### src/rtl/park_gate_ctrl.sv
// Parking lot entry/exit gate controller: per-gate sensor debounce and barrier FSM,
// plus a saturating occupancy counter that refuses entry when the lot is full.

module park_gate #(
  parameter int DEBOUNCE = 3,
  parameter int TIMEOUT  = 16
) (
  input  logic clk_i,
  input  logic rst_i,
  input  logic req_i,
  input  logic pass_i,
  input  logic allow_i,
  output logic open_o,
  output logic deny_o,
  output logic commit_o
);
  localparam int DB_W = $clog2(DEBOUNCE + 1);
  localparam int TM_W = $clog2(TIMEOUT + 1);

  typedef enum logic [1:0] {IDLE, OPEN, PASS} state_t;

  state_t            state_q;
  logic [DB_W-1:0]   db_q;
  logic [TM_W-1:0]   timer_q;
  logic              open_q, deny_q;
  logic              accept;

  // Counter saturates at DEBOUNCE so a held request fires exactly once.
  assign accept   = req_i && (db_q == DB_W'(DEBOUNCE - 1));
  assign commit_o = (state_q == PASS) && !pass_i;
  assign open_o   = open_q;
  assign deny_o   = deny_q;

  always_ff @(posedge clk_i) begin
    if (rst_i)                        db_q <= '0;
    else if (!req_i)                  db_q <= '0;
    else if (db_q != DB_W'(DEBOUNCE)) db_q <= db_q + DB_W'(1);
  end

  always_ff @(posedge clk_i) begin
    if (rst_i) begin
      state_q <= IDLE;
      timer_q <= '0;
      open_q  <= 1'b0;
      deny_q  <= 1'b0;
    end else begin
      deny_q <= 1'b0;
      case (state_q)
        IDLE: if (accept) begin
          if (allow_i) begin
            state_q <= OPEN;
            timer_q <= TM_W'(TIMEOUT);
            open_q  <= 1'b1;
          end else begin
            deny_q  <= 1'b1;
          end
        end
        OPEN: begin
          if (pass_i) begin
            state_q <= PASS;
          end else if (timer_q == TM_W'(1)) begin
            state_q <= IDLE;
            open_q  <= 1'b0;
          end else begin
            timer_q <= timer_q - TM_W'(1);
          end
        end
        PASS: if (!pass_i) begin
          state_q <= IDLE;
          open_q  <= 1'b0;
        end
        default: begin
          state_q <= IDLE;
          open_q  <= 1'b0;
        end
      endcase
    end
  end
endmodule

module park_gate_ctrl #(
  parameter int CAPACITY = 12,
  parameter int CNT_W    = 4,
  parameter int DEBOUNCE = 3,
  parameter int TIMEOUT  = 16
) (
  input  logic             clk_i,
  input  logic             rst_i,
  input  logic             car_in_req_i,
  input  logic             pass_in_i,
  input  logic             car_out_req_i,
  input  logic             pass_out_i,
  output logic [CNT_W-1:0] count_o,
  output logic             gate_in_open_o,
  output logic             gate_out_open_o,
  output logic             denied_o,
  output logic             err_o
);
  localparam int NUM_GATES = 2;  // [0] entry, [1] exit

  logic [CNT_W-1:0]     count_q, count_d;
  logic                 err_q, err_d;
  logic [NUM_GATES-1:0] req, pass, allow, open, deny, commit;

  assign req   = {car_out_req_i, car_in_req_i};
  assign pass  = {pass_out_i, pass_in_i};
  assign allow = {1'b1, (count_q < CNT_W'(CAPACITY))};

  for (genvar g = 0; g < NUM_GATES; g++) begin : g_gate
    park_gate #(.DEBOUNCE(DEBOUNCE), .TIMEOUT(TIMEOUT)) u_gate (
      .clk_i    (clk_i),
      .rst_i    (rst_i),
      .req_i    (req[g]),
      .pass_i   (pass[g]),
      .allow_i  (allow[g]),
      .open_o   (open[g]),
      .deny_o   (deny[g]),
      .commit_o (commit[g])
    );
  end

  always_comb begin
    count_d = count_q;
    err_d   = err_q;
    case (commit)
      2'b01: if (count_q < CNT_W'(CAPACITY)) count_d = count_q + CNT_W'(1);
      2'b10: begin
        if (count_q == '0) err_d   = 1'b1;
        else               count_d = count_q - CNT_W'(1);
      end
      default: ;  // simultaneous commits cancel
    endcase
  end

  always_ff @(posedge clk_i) begin
    if (rst_i) begin
      count_q <= '0;
      err_q   <= 1'b0;
    end else begin
      count_q <= count_d;
      err_q   <= err_d;
    end
  end

  assign count_o         = count_q;
  assign gate_in_open_o  = open[0];
  assign gate_out_open_o = open[1];
  assign denied_o        = |deny;  // exit gate is always allowed, never denies
  assign err_o           = err_q;
endmodule

### config.mk
export PLATFORM = sky130hd
export DESIGN_NAME = park_gate_ctrl
export DESIGN_NICKNAME = d
export VERILOG_FILES = /design/src/rtl/park_gate_ctrl.sv
export SDC_FILE = /design/constraint.sdc
export NUM_CORES = 1
export LEC_CHECK = 0
export CAP_MARGIN = 10
export CELL_PAD_IN_SITES_DETAIL_PLACEMENT = 1
export CELL_PAD_IN_SITES_GLOBAL_PLACEMENT = 2
export CORE_MARGIN = 3
export CORE_UTILIZATION = 40
export CTS_BUF_LIST = sky130_fd_sc_hd__clkbuf_8
export DETAILED_ROUTE_END_ITERATION = 12
export DONT_BUFFER_PORTS = 1
export HOLD_SLACK_MARGIN = 0.08
export MAX_ROUTING_LAYER = met4
export PLACE_DENSITY = 0.83
export SKIP_CTS_REPAIR_TIMING = 1
export SLEW_MARGIN = 10
export SYNTH_ARGS = -nofsm -noshare
export SYNTH_HDL_FRONTEND = slang
export SYNTH_SLANG_ARGS = --single-unit
### constraint.sdc
create_clock -name clk_i -period 2.7 [get_ports clk_i]
set_input_delay 0.675 -clock clk_i [delete_from_list [all_inputs] [get_ports clk_i]]
set_output_delay 0.675 -clock clk_i [all_outputs]
set_load 0.005 [all_outputs]
==> results of run 1 <==
-- power by group through the flow --
stage / clock [mW] / sequential [mW] / combinational (mW)
after floorplan: 0 / 0.405 / 0.0332
after global placement: 0 / 0.406 / 0.0329
after detailed placement: 0 / 0.407 / 0.0362
after CTS: 0.269 / 0.398 / 0.0363
after global routing: 0.286 / 0.399 / 0.0417
final: 0.253 / 0.398 / 0.0360
-- per-stage QoR --
| stage | setup slack [ns] | power [mW] |
|---|---|---|
| after global routing | 0.136 | 0.726 |
| final | 0.443 | 0.687 |
| after global placement | 0.289 | 0.439 |
| after floorplan | 0.326 | 0.438 |
| after detailed placement | 0.157 | 0.443 |
| after CTS | 0.404 | 0.703 |
-- final cells by class --
cell class,instances,area (um2)
Tap cell,46,57.6
Timing Repair Buffer,2,15.0
Multi-Input combinational cell,125,868
Fill cell,407,1880
Inverter,13,48.8
Clock buffer,4,55.1
Sequential cell,26,520
-- worst paths after layout --
check / start / to
max: g_gate[0].u_gate.state_q[0] / count_o[2]
min: rst_i / g_gate[0].u_gate.open_o
max reg2reg: g_gate[0].u_gate.state_q[0] / count_o[2]
min reg2reg: g_gate[0].u_gate.timer_q[1] / g_gate[0].u_gate.timer_q[1]
-- worst max-delay path: stages (launching register included) --
cell,delay [ns]
dfxtp_1,0.40
nor3b_1,0.31
inv_1,0.11
ha_1,0.33
xor2_1,0.19
ha_1,0.19
a21oi_1,0.14
xnor2_1,0.16
a21oi_1,0.10
a311oi_1,0.24
-- synth_stat cells, types with 3 or more instances --
cell type / number
xor2_1: 4
o21ai_0: 6
nand3_1: 6
clkbuf_1: 4
inv_1: 12
nor3_1: 12
nand2_1: 4
xnor2_1: 3
nor2_1: 18
a21oi_1: 17
nand2b_1: 6
mux2i_1: 3
a221o_1: 3
dfxtp_1: 26
ha_1: 12
or3_1: 4
-- logic make-up after synthesis --
logic type               count (synthesis)  share of synthesized area
AND/OR/NAND/NOR                         63                      0.245
AO/OA/AOI/OAI                           40                      0.182
flip-flops                              26                      0.355
buffers and inverters                   19                     0.0537
adder cells (fa/ha/maj)                 12                      0.102
XOR/XNOR                                 7                     0.0418
multiplexers                             3                     0.0205
-- state kept, by name, summed over array words and instances (netlist names) --
name and cells:
count_o 4, err_o 1, g_gate.u_gate.db_q 4, g_gate.u_gate.deny_o 1, g_gate.u_gate.open_o 2, g_gate.u_gate.state_q 4, g_gate.u_gate.timer_q 10
-- routing by layer --
metal / GRT usage / up-vias / part of all wire
met5: - / - / 0
met1: 0.201 / 593 / 0.46
met2: 0.298 / 23 / 0.48
met3: 0.0354 / 6 / 0.037
met4: 0.0838 / 0 / 0.024
li1: - / 604 / -
==> results.py, run 1 <==
metrics = {
    "detailed_routing": {
        "firstDrtPassIters": 5,
        "drc": 0,
        "routedWlPerCell_um": 15.1,
        "postRouteAntennaNets": 0,
        "drt-total-wl_mm": 3.26,
        "route.vias.total": 1226,
        "drtIter0Drc": 36,
        "vias_per_cell": 5.68,
    },
    "cells_and_area": {
        "fin_util": 0.455,
        "mostFrequentLayoutCell": "dfxtp_1",
        "design_area_um2": 1570,
        "final_cells": 216,
        "n_antenna_cell": 0,
        "layout.nets": 189,
        "area.growth.synth_to_final_pct": 6.65,
        "mostFrequentLayoutCells": "dfxtp_1 (26), nor2_1 (18), a21oi_1 (17)",
        "drive_above_1_share": 0.0765,
    },
    "logic_synthesis": {
        "postSynthAreaPerCell_um2": 8.63,
        "ys_seq_elements": 26,
        "synth_area_um2": 1470,
        "synth-async-reset-ratio": 0,
        "synth_seq_area_share": 0.355,
        "synthCells": 170,
        "synth_top_cell_by_area": "dfxtp_1",
        "synth_edf_count": 0,
        "syn-num-nets": 188,
        "synthFlopType": "dfxtp_1",
        "yosysTopAreaCellShare": 0.355,
        "yosys_warnings": 0,
        "post_synth_num_cell_types": 40,
        "ys_top_cells_by_area": "dfxtp_1 (35%), ha_1 (10%), a21oi_1 (5.8%), nor2_1 (4.6%), nor3_1 (4.1%)",
    },
    "placement": {
        "placedCellCount": 212,
        "io_buffers": 0,
        "dp_hpwl_mm": 2.45,
        "post_dp_cell_area_um2": 1510,
        "gp_congestion": 0.816,
    },
    "power": {
        "p_comb_frac": 0.052,
        "p_int_mw": 0.537,
        "ir_drop_mv": 0.259,
        "switching_share": 0.218,
        "p_seq_frac": 0.579,
        "p_leak_nw": 0.624,
        "p_per_area_nw_per_um2": 439,
        "p_sw_mw": 0.150,
        "p_clk_frac": 0.369,
    },
    "clock_network": {
        "clk_pin_slew_ns": 0.09,
        "clk_latency_ns": 0.27,
        "cts_tree": "yes",
        "htreeDepth": 1,
        "root_buffer": "clkbuf_8",
        "cts_made_buffers": 3,
        "cts_sinks": 26,
        "cts_buffer_depth": 2,
    },
    "floorplanning": {
        "die-area_um2": 4430,
        "start_util": 0.426,
        "dieWidth_um": 66.6,
        "rows": 21,
        "io_pins": 14,
        "die_h_um": 66.6,
        "core_area_um2": 3440,
    },
    "critical_path": {
        "r2r_slack_ns": 0.44,
        "cp.arrival_ns": 2.44,
        "crit_required_ns": 2.88,
        "cp-start-kind": "flop",
        "ff2ff_path_depth": 9,
        "crit_fanout": 9,
        "crit_type": "flop to flop",
        "endpoint_kind": "flop",
    },
    "grt": {
        "overflow": 0,
        "grt_pass1_vias": 1332,
        "grt_max_degree": 27,
        "grt_pass1_wl_mm": 5.91,
        "grtUsageTotal": 0.177,
        "grt_antenna_before_repair": 0,
    },
    "timing": {
        "rsz0062_at_grt": "false",
        "fmaxAchievable_ghz": 0.443,
        "period_needed_ns": 2.26,
        "setup_viol": 0,
        "final.setup.tns_ns": 0,
        "fin_crit_sh": 0.836,
        "relSlewSlack": 0.513,
        "worstMarginPinSlew_ns": 0.721,
        "slew_viol_final": 0,
        "hold_viol": 0,
        "clock_skew_ns": 0.00396,
        "hold_slack_ns": 0.461,
    },
    "worst_hold_path": {
        "hold_class": "input port to flop",
        "hold_path_depth": 1,
    },
    "outcome": {
        "status": "completed",
    },
    "job": {
        "drv_cap": 0,
    },
}
Note: power is estimated with default switching activity, not from simulation.
==> run 2, diff against run 1 <==
--- a/config.mk
+++ b/config.mk
@@ -9,13 +9,13 @@
 export CELL_PAD_IN_SITES_DETAIL_PLACEMENT = 1
 export CELL_PAD_IN_SITES_GLOBAL_PLACEMENT = 2
 export CORE_MARGIN = 3
-export CORE_UTILIZATION = 40
+export CORE_UTILIZATION = 36
 export CTS_BUF_LIST = sky130_fd_sc_hd__clkbuf_8
 export DETAILED_ROUTE_END_ITERATION = 12
 export DONT_BUFFER_PORTS = 1
 export HOLD_SLACK_MARGIN = 0.08
 export MAX_ROUTING_LAYER = met4
-export PLACE_DENSITY = 0.83
+export PLACE_DENSITY = 0.79
 export SKIP_CTS_REPAIR_TIMING = 1
 export SLEW_MARGIN = 10
 export SYNTH_ARGS = -nofsm -noshare
==> constraint.sdc (replaced) <==
create_clock -name clk_i -period 1.8 [get_ports clk_i]
set_input_delay 0.45 -clock clk_i [delete_from_list [all_inputs] [get_ports clk_i]]
set_output_delay 0.45 -clock clk_i [all_outputs]
set_load 0.005 [all_outputs]
==> results.py, run 2 (same netlist as run 1, synthesis figures left out) <==
metrics = {
    "outcome": {
        "status": "finished with violations",
        "violations": "negative setup slack",
    },
    "clock_network": {
        "htreeDepth": 1,
        "clk_pin_slew_ns": 0.10,
        "cts_sinks": 26,
        "cts_buffer_depth": 2,
        "cts_tree": "yes",
        "clk_latency_ns": 0.27,
        "root_buffer": "clkbuf_8",
        "cts_made_buffers": 3,
    },
    "floorplanning": {
        "core_area_um2": 3800,
        "die-area_um2": 4880,
        "io_pins": 14,
        "dieWidth_um": 69.9,
        "die_h_um": 69.9,
        "rows": 22,
        "start_util": 0.386,
    },
    "critical_path": {
        "worst_path_largest_cell_delay_ns": 0.34,
        "slowest_stage": "a221o_1",
        "cp-start-kind": "flop",
        "endpoint_kind": "flop",
        "crit_type": "flop to flop",
        "worstReg2RegStart": "g_gate[1].u_gate.state_q[0]",
        "r2r_slack_ns": -0.06,
        "cp.arrival_ns": 2.03,
        "crit_fanout": 4,
        "ff2ff_path_depth": 8,
        "crit_required_ns": 1.97,
        "cp_cell_sequence": "inv_1 -> nand3_1 -> inv_2 -> ha_2 -> a21bo_2 -> a221o_1 -> a21o_1 -> a32o_1",
        "worstReg2RegEnd": "count_o[3]",
    },
    "detailed_routing": {
        "firstDrtPassIters": 4,
        "drc": 0,
        "vias_per_cell": 5.48,
        "drt-total-wl_mm": 3.81,
        "routedWlPerCell_um": 16.0,
        "drtIter0Drc": 60,
        "postRouteAntennaNets": 0,
        "route.vias.total": 1304,
    },
    "timing": {
        "rsz0062_at_grt": "true",
        "fmaxAchievable_ghz": 0.538,
        "setup_viol": 2,
        "clock_skew_ns": 0.00447,
        "slew_viol_final": 0,
        "fin_ws_ns": -0.0604,
        "period_needed_ns": 1.86,
        "hold_viol": 0,
        "worstMarginPinSlew_ns": 0.412,
        "relSlewSlack": 0.725,
        "fin_crit_sh": 1.03,
    },
    "worst_hold_path": {
        "min_to": "g_gate[1].u_gate.timer_q[1]",
        "hold_class": "input port to flop",
        "hold_path_depth": 1,
        "worstHoldStart": "rst_i",
    },
    "placement": {
        "io_buffers": 0,
        "gp_congestion": 0.819,
        "dp_hpwl_mm": 2.73,
        "post_dp_cell_area_um2": 1660,
    },
    "cells_and_area": {
        "multi_input_area_um2": 916,
        "design_area_um2": 1770,
        "n_fill_cell": 460,
        "n_antenna_cell": 0,
        "largest_register_ffs": 10,
        "seq_area_um2": 524,
        "drive_above_1_share": 0.237,
        "mostFrequentLayoutCells": "dfxtp_1 (23), buf_4 (22), nor2_1 (18), a21oi_1 (16), nor3_1 (12)",
        "layout.nets": 210,
        "regMostFlops": "g_gate.u_gate.timer_q",
        "mostFrequentLayoutCell": "dfxtp_1",
        "area.growth.synth_to_final_pct": 20.4,
    },
    "power": {
        "p_leak_nw": 0.722,
        "power.total_mw": 1.00,
        "p_per_area_nw_per_um2": 567,
        "ir_drop_mv": 0.252,
    },
    "job": {
        "drv_cap": 0,
    },
    "grt": {
        "overflow": 0,
        "grt_pass1_vias": 1414,
        "grt_pass1_wl_mm": 6.31,
        "grtUsageTotal": 0.159,
        "grt_max_degree": 27,
        "grt_antenna_before_repair": 0,
    },
}
-- run 2: cell types whose count changed in the layout (fill, tap and decap cells not counted), moves of 2 or more --
cell / before / now
inv_1: 12 / 10
ha_4: 0 / 2
dfxtp_2: 0 / 3
buf_4: 2 / 22
inv_2: 1 / 3
ha_1: 12 / 7
dfxtp_1: 26 / 23
ha_2: 0 / 3
-- run 2: layer usage --
layer | track usage | wire length [um]
met5 | - | 0
met4 | 0.0574 | 59
met3 | 0.0345 | 118
met1 | 0.180 | 1670
met2 | 0.276 | 1970
-- run 2: worst max-delay path by stage --
stage,endpoint,slack [ns],from
floorplan,count_o[3],-0.17,g_gate[0].u_gate.state_q[1]
global placement,count_o[2],-0.14,pass_in_i
detailed placement,count_o[2],-0.23,pass_in_i
CTS,count_o[2],-0.16,g_gate[0].u_gate.state_q[0]
global route,count_o[2],-0.20,g_gate[0].u_gate.state_q[0]
finish,count_o[3],-0.06,g_gate[1].u_gate.state_q[0]
-- run 2: area by class of cell --
cell class	count	share of cell area
well taps	48	0.0340
clock buffers	3	0.0234
multi-input cells	125	0.518
inverters	13	0.0276
flip-flops and latches	26	0.297
repair buffers	23	0.0999
-- run 2: critical path: cells and delay by family, from the launching register on --
family | cells | cell delay, ns
compound gates | 4 | 0.92
fa+ha+maj | 1 | 0.20
flops | 1 | 0.33
buf+inv | 2 | 0.19
simple gates | 1 | 0.13
-- run 2: per-stage QoR --
stage	setup TNS [ns]	setup slack, ns	hold slack [ns]	utilization	instances
final	-0.109	-0.0604	0.229	0.465	238
after floorplan	-0.346	-0.173	0.460	-	170
after global routing	-0.478	-0.198	0.213	0.465	238
after detailed placement	-0.574	-0.230	0.486	0.437	231
after CTS	-0.261	-0.156	0.225	0.448	234
after global placement	-0.412	-0.136	0.481	0.437	231
-- run 2: report_power, final --
part / switching, mW / internal [mW]
registers: 0.0105 / 0.586
clock network: 0.192 / 0.150
logic: 0.0321 / 0.0319
total: 0.235 / 0.768
==> run 3, diff against run 2 <==
--- a/config.mk
+++ b/config.mk
@@ -8,6 +8,7 @@
 export CAP_MARGIN = 10
 export CELL_PAD_IN_SITES_DETAIL_PLACEMENT = 1
 export CELL_PAD_IN_SITES_GLOBAL_PLACEMENT = 2
+export CORE_ASPECT_RATIO = 1.4
 export CORE_MARGIN = 3
 export CORE_UTILIZATION = 36
 export CTS_BUF_LIST = sky130_fd_sc_hd__clkbuf_8
==> results.py, run 3 (same netlist as run 1, synthesis figures left out) <==
metrics = {
    "worst_hold_path": {
        "hold_path_depth": 1,
        "worstHoldStart": "rst_i",
        "hold_class": "input port to flop",
    },
    "timing": {
        "clock_skew_ns": 0.00557,
        "hold_viol": 0,
        "fmaxAchievable_ghz": 0.540,
        "setup_viol": 2,
        "slew_viol_final": 0,
        "fin_ws_ns": -0.0528,
        "relSlewSlack": 0.707,
        "final.setup.tns_ns": -0.0927,
        "worstMarginPinSlew_ns": 0.436,
        "fin_crit_sh": 1.03,
        "rsz0062_at_grt": "true",
        "period_needed_ns": 1.85,
    },
    "critical_path": {
        "endpoint_kind": "flop",
        "crit_type": "flop to flop",
        "crit_fanout": 6,
        "cp.arrival_ns": 2.03,
        "worstReg2RegStart": "g_gate[0].u_gate.state_q[0]",
        "crit_required_ns": 1.98,
        "crit_path_start": "g_gate[0].u_gate.state_q[0]",
        "ff2ff_path_depth": 9,
        "cp-start-kind": "flop",
    },
    "floorplanning": {
        "core_area_um2": 3770,
        "die-area_um2": 4890,
        "dieWidth_um": 60.0,
        "die_h_um": 81.6,
        "rows": 26,
        "start_util": 0.389,
        "io_pins": 14,
    },
    "cells_and_area": {
        "n_fill_cell": 453,
        "layout.nets": 209,
        "fin_util": 0.462,
        "mostFrequentLayoutCell": "dfxtp_1",
        "seq_area_um2": 526,
        "regMostFlops": "g_gate.u_gate.timer_q",
        "mostFrequentLayoutCells": "dfxtp_1 (22), buf_4 (21), nor2_1 (18), a21oi_1 (16), nor3_1 (12)",
        "final_cells": 231,
        "n_antenna_cell": 0,
        "largest_register_ffs": 10,
        "multi_input_area_um2": 906,
        "area.growth.synth_to_final_pct": 18.8,
        "drive_above_1_share": 0.233,
    },
    "grt": {
        "grt_pass1_wl_mm": 6.13,
        "grt_antenna_before_repair": 0,
        "grt_pass1_vias": 1421,
        "overflow": 0,
        "grt_max_degree": 27,
        "grtUsageTotal": 0.167,
    },
    "outcome": {
        "status": "finished with violations",
        "violations": "negative setup slack",
    },
    "clock_network": {
        "cts_made_buffers": 3,
        "clk_latency_ns": 0.27,
        "cts_tree": "yes",
        "cts_sinks": 26,
        "root_buffer": "clkbuf_8",
        "htreeDepth": 1,
        "cts_buffer_depth": 2,
        "clk_pin_slew_ns": 0.09,
    },
    "power": {
        "p_sw_mw": 0.224,
        "switching_share": 0.226,
        "p_per_area_nw_per_um2": 569,
        "p_comb_frac": 0.064,
        "ir_drop_mv": 0.297,
        "p_clk_frac": 0.335,
        "p_leak_nw": 0.716,
        "p_int_mw": 0.768,
        "p_seq_frac": 0.601,
    },
    "detailed_routing": {
        "route.vias.total": 1270,
        "vias_per_cell": 5.50,
        "routedWlPerCell_um": 15.3,
        "drc": 0,
        "drtIter0Drc": 34,
        "drt-total-wl_mm": 3.54,
        "firstDrtPassIters": 4,
        "postRouteAntennaNets": 0,
    },
    "job": {
        "drv_cap": 0,
    },
    "placement": {
        "placedCellCount": 224,
        "dp_slack_ns": -0.206,
        "dp_hpwl_mm": 2.69,
        "gp_congestion": 0.701,
        "io_buffers": 0,
    },
}
-- run 3: changes by cell type in the layout (fill, tap and decap cells not counted) --
cell,previous run,this run
ha_1,7,9
buf_4,22,21
dfxtp_1,23,22
dfxtp_2,3,4
ha_2,3,2
ha_4,2,1
nand3_1,6,5
nand3_2,0,1
-- run 3: worst max-delay path, stage by stage (launching register included) --
cell	delay (ns)
dfxtp_2	0.34
nor3b_4	0.21
inv_2	0.08
ha_4	0.18
xor2_1	0.19
ha_2	0.23
a21oi_2	0.04
xnor2_1	0.19
a21oi_1	0.09
a311oi_1	0.20
-- run 3: worst paths after layout --
| path | end | slack (ns) |
|---|---|---|
| worst max-delay path | count_o[2] | -0.05 |
| worst min-delay path | g_gate[1].u_gate.timer_q[1] | 0.23 |
| worst max register to register | count_o[2] | -0.05 |
| worst min register to register | g_gate[0].u_gate.open_o | 0.49 |
-- run 3: stage by stage --
stage | total power [mW] | instance area, um2 | hold slack [ns]
after detailed placement | 0.670 | 1640 | 0.482
after global placement | 0.664 | 1640 | 0.479
final | 0.992 | 1740 | 0.230
after global routing | 1.05 | 1740 | 0.215
after floorplan | 0.658 | 1510 | 0.460
after CTS | 1.01 | 1690 | 0.224
-- run 3: power groups by stage --
| stage | Clock (mW) | Combinational (mW) | Sequential, mW |
|---|---|---|---|
| 2_1_floorplan | 0 | 0.0507 | 0.607 |
| 3_3_place_gp | 0 | 0.0558 | 0.608 |
| 3_5_place_dp | 0 | 0.0604 | 0.610 |
| 4_1_cts | 0.356 | 0.0607 | 0.596 |
| 5_1_grt | 0.378 | 0.0727 | 0.598 |
| 6_report | 0.333 | 0.0634 | 0.596 |
-- run 3: layout make-up --
class                   count  area share
well taps                  42      0.0302
multi-input cells         125       0.520
inverters                  13      0.0280
flip-flops and latches     26       0.302
clock buffers               3      0.0237
repair buffers             22      0.0969
-- run 3: layer usage --
layer / track usage / vias up / part of all wire
li1: - / 644 / -
met1: 0.175 / 605 / 0.42
met2: 0.310 / 14 / 0.54
met3: 0.0220 / 7 / 0.021
met4: 0.0599 / 0 / 0.020
met5: - / - / 0
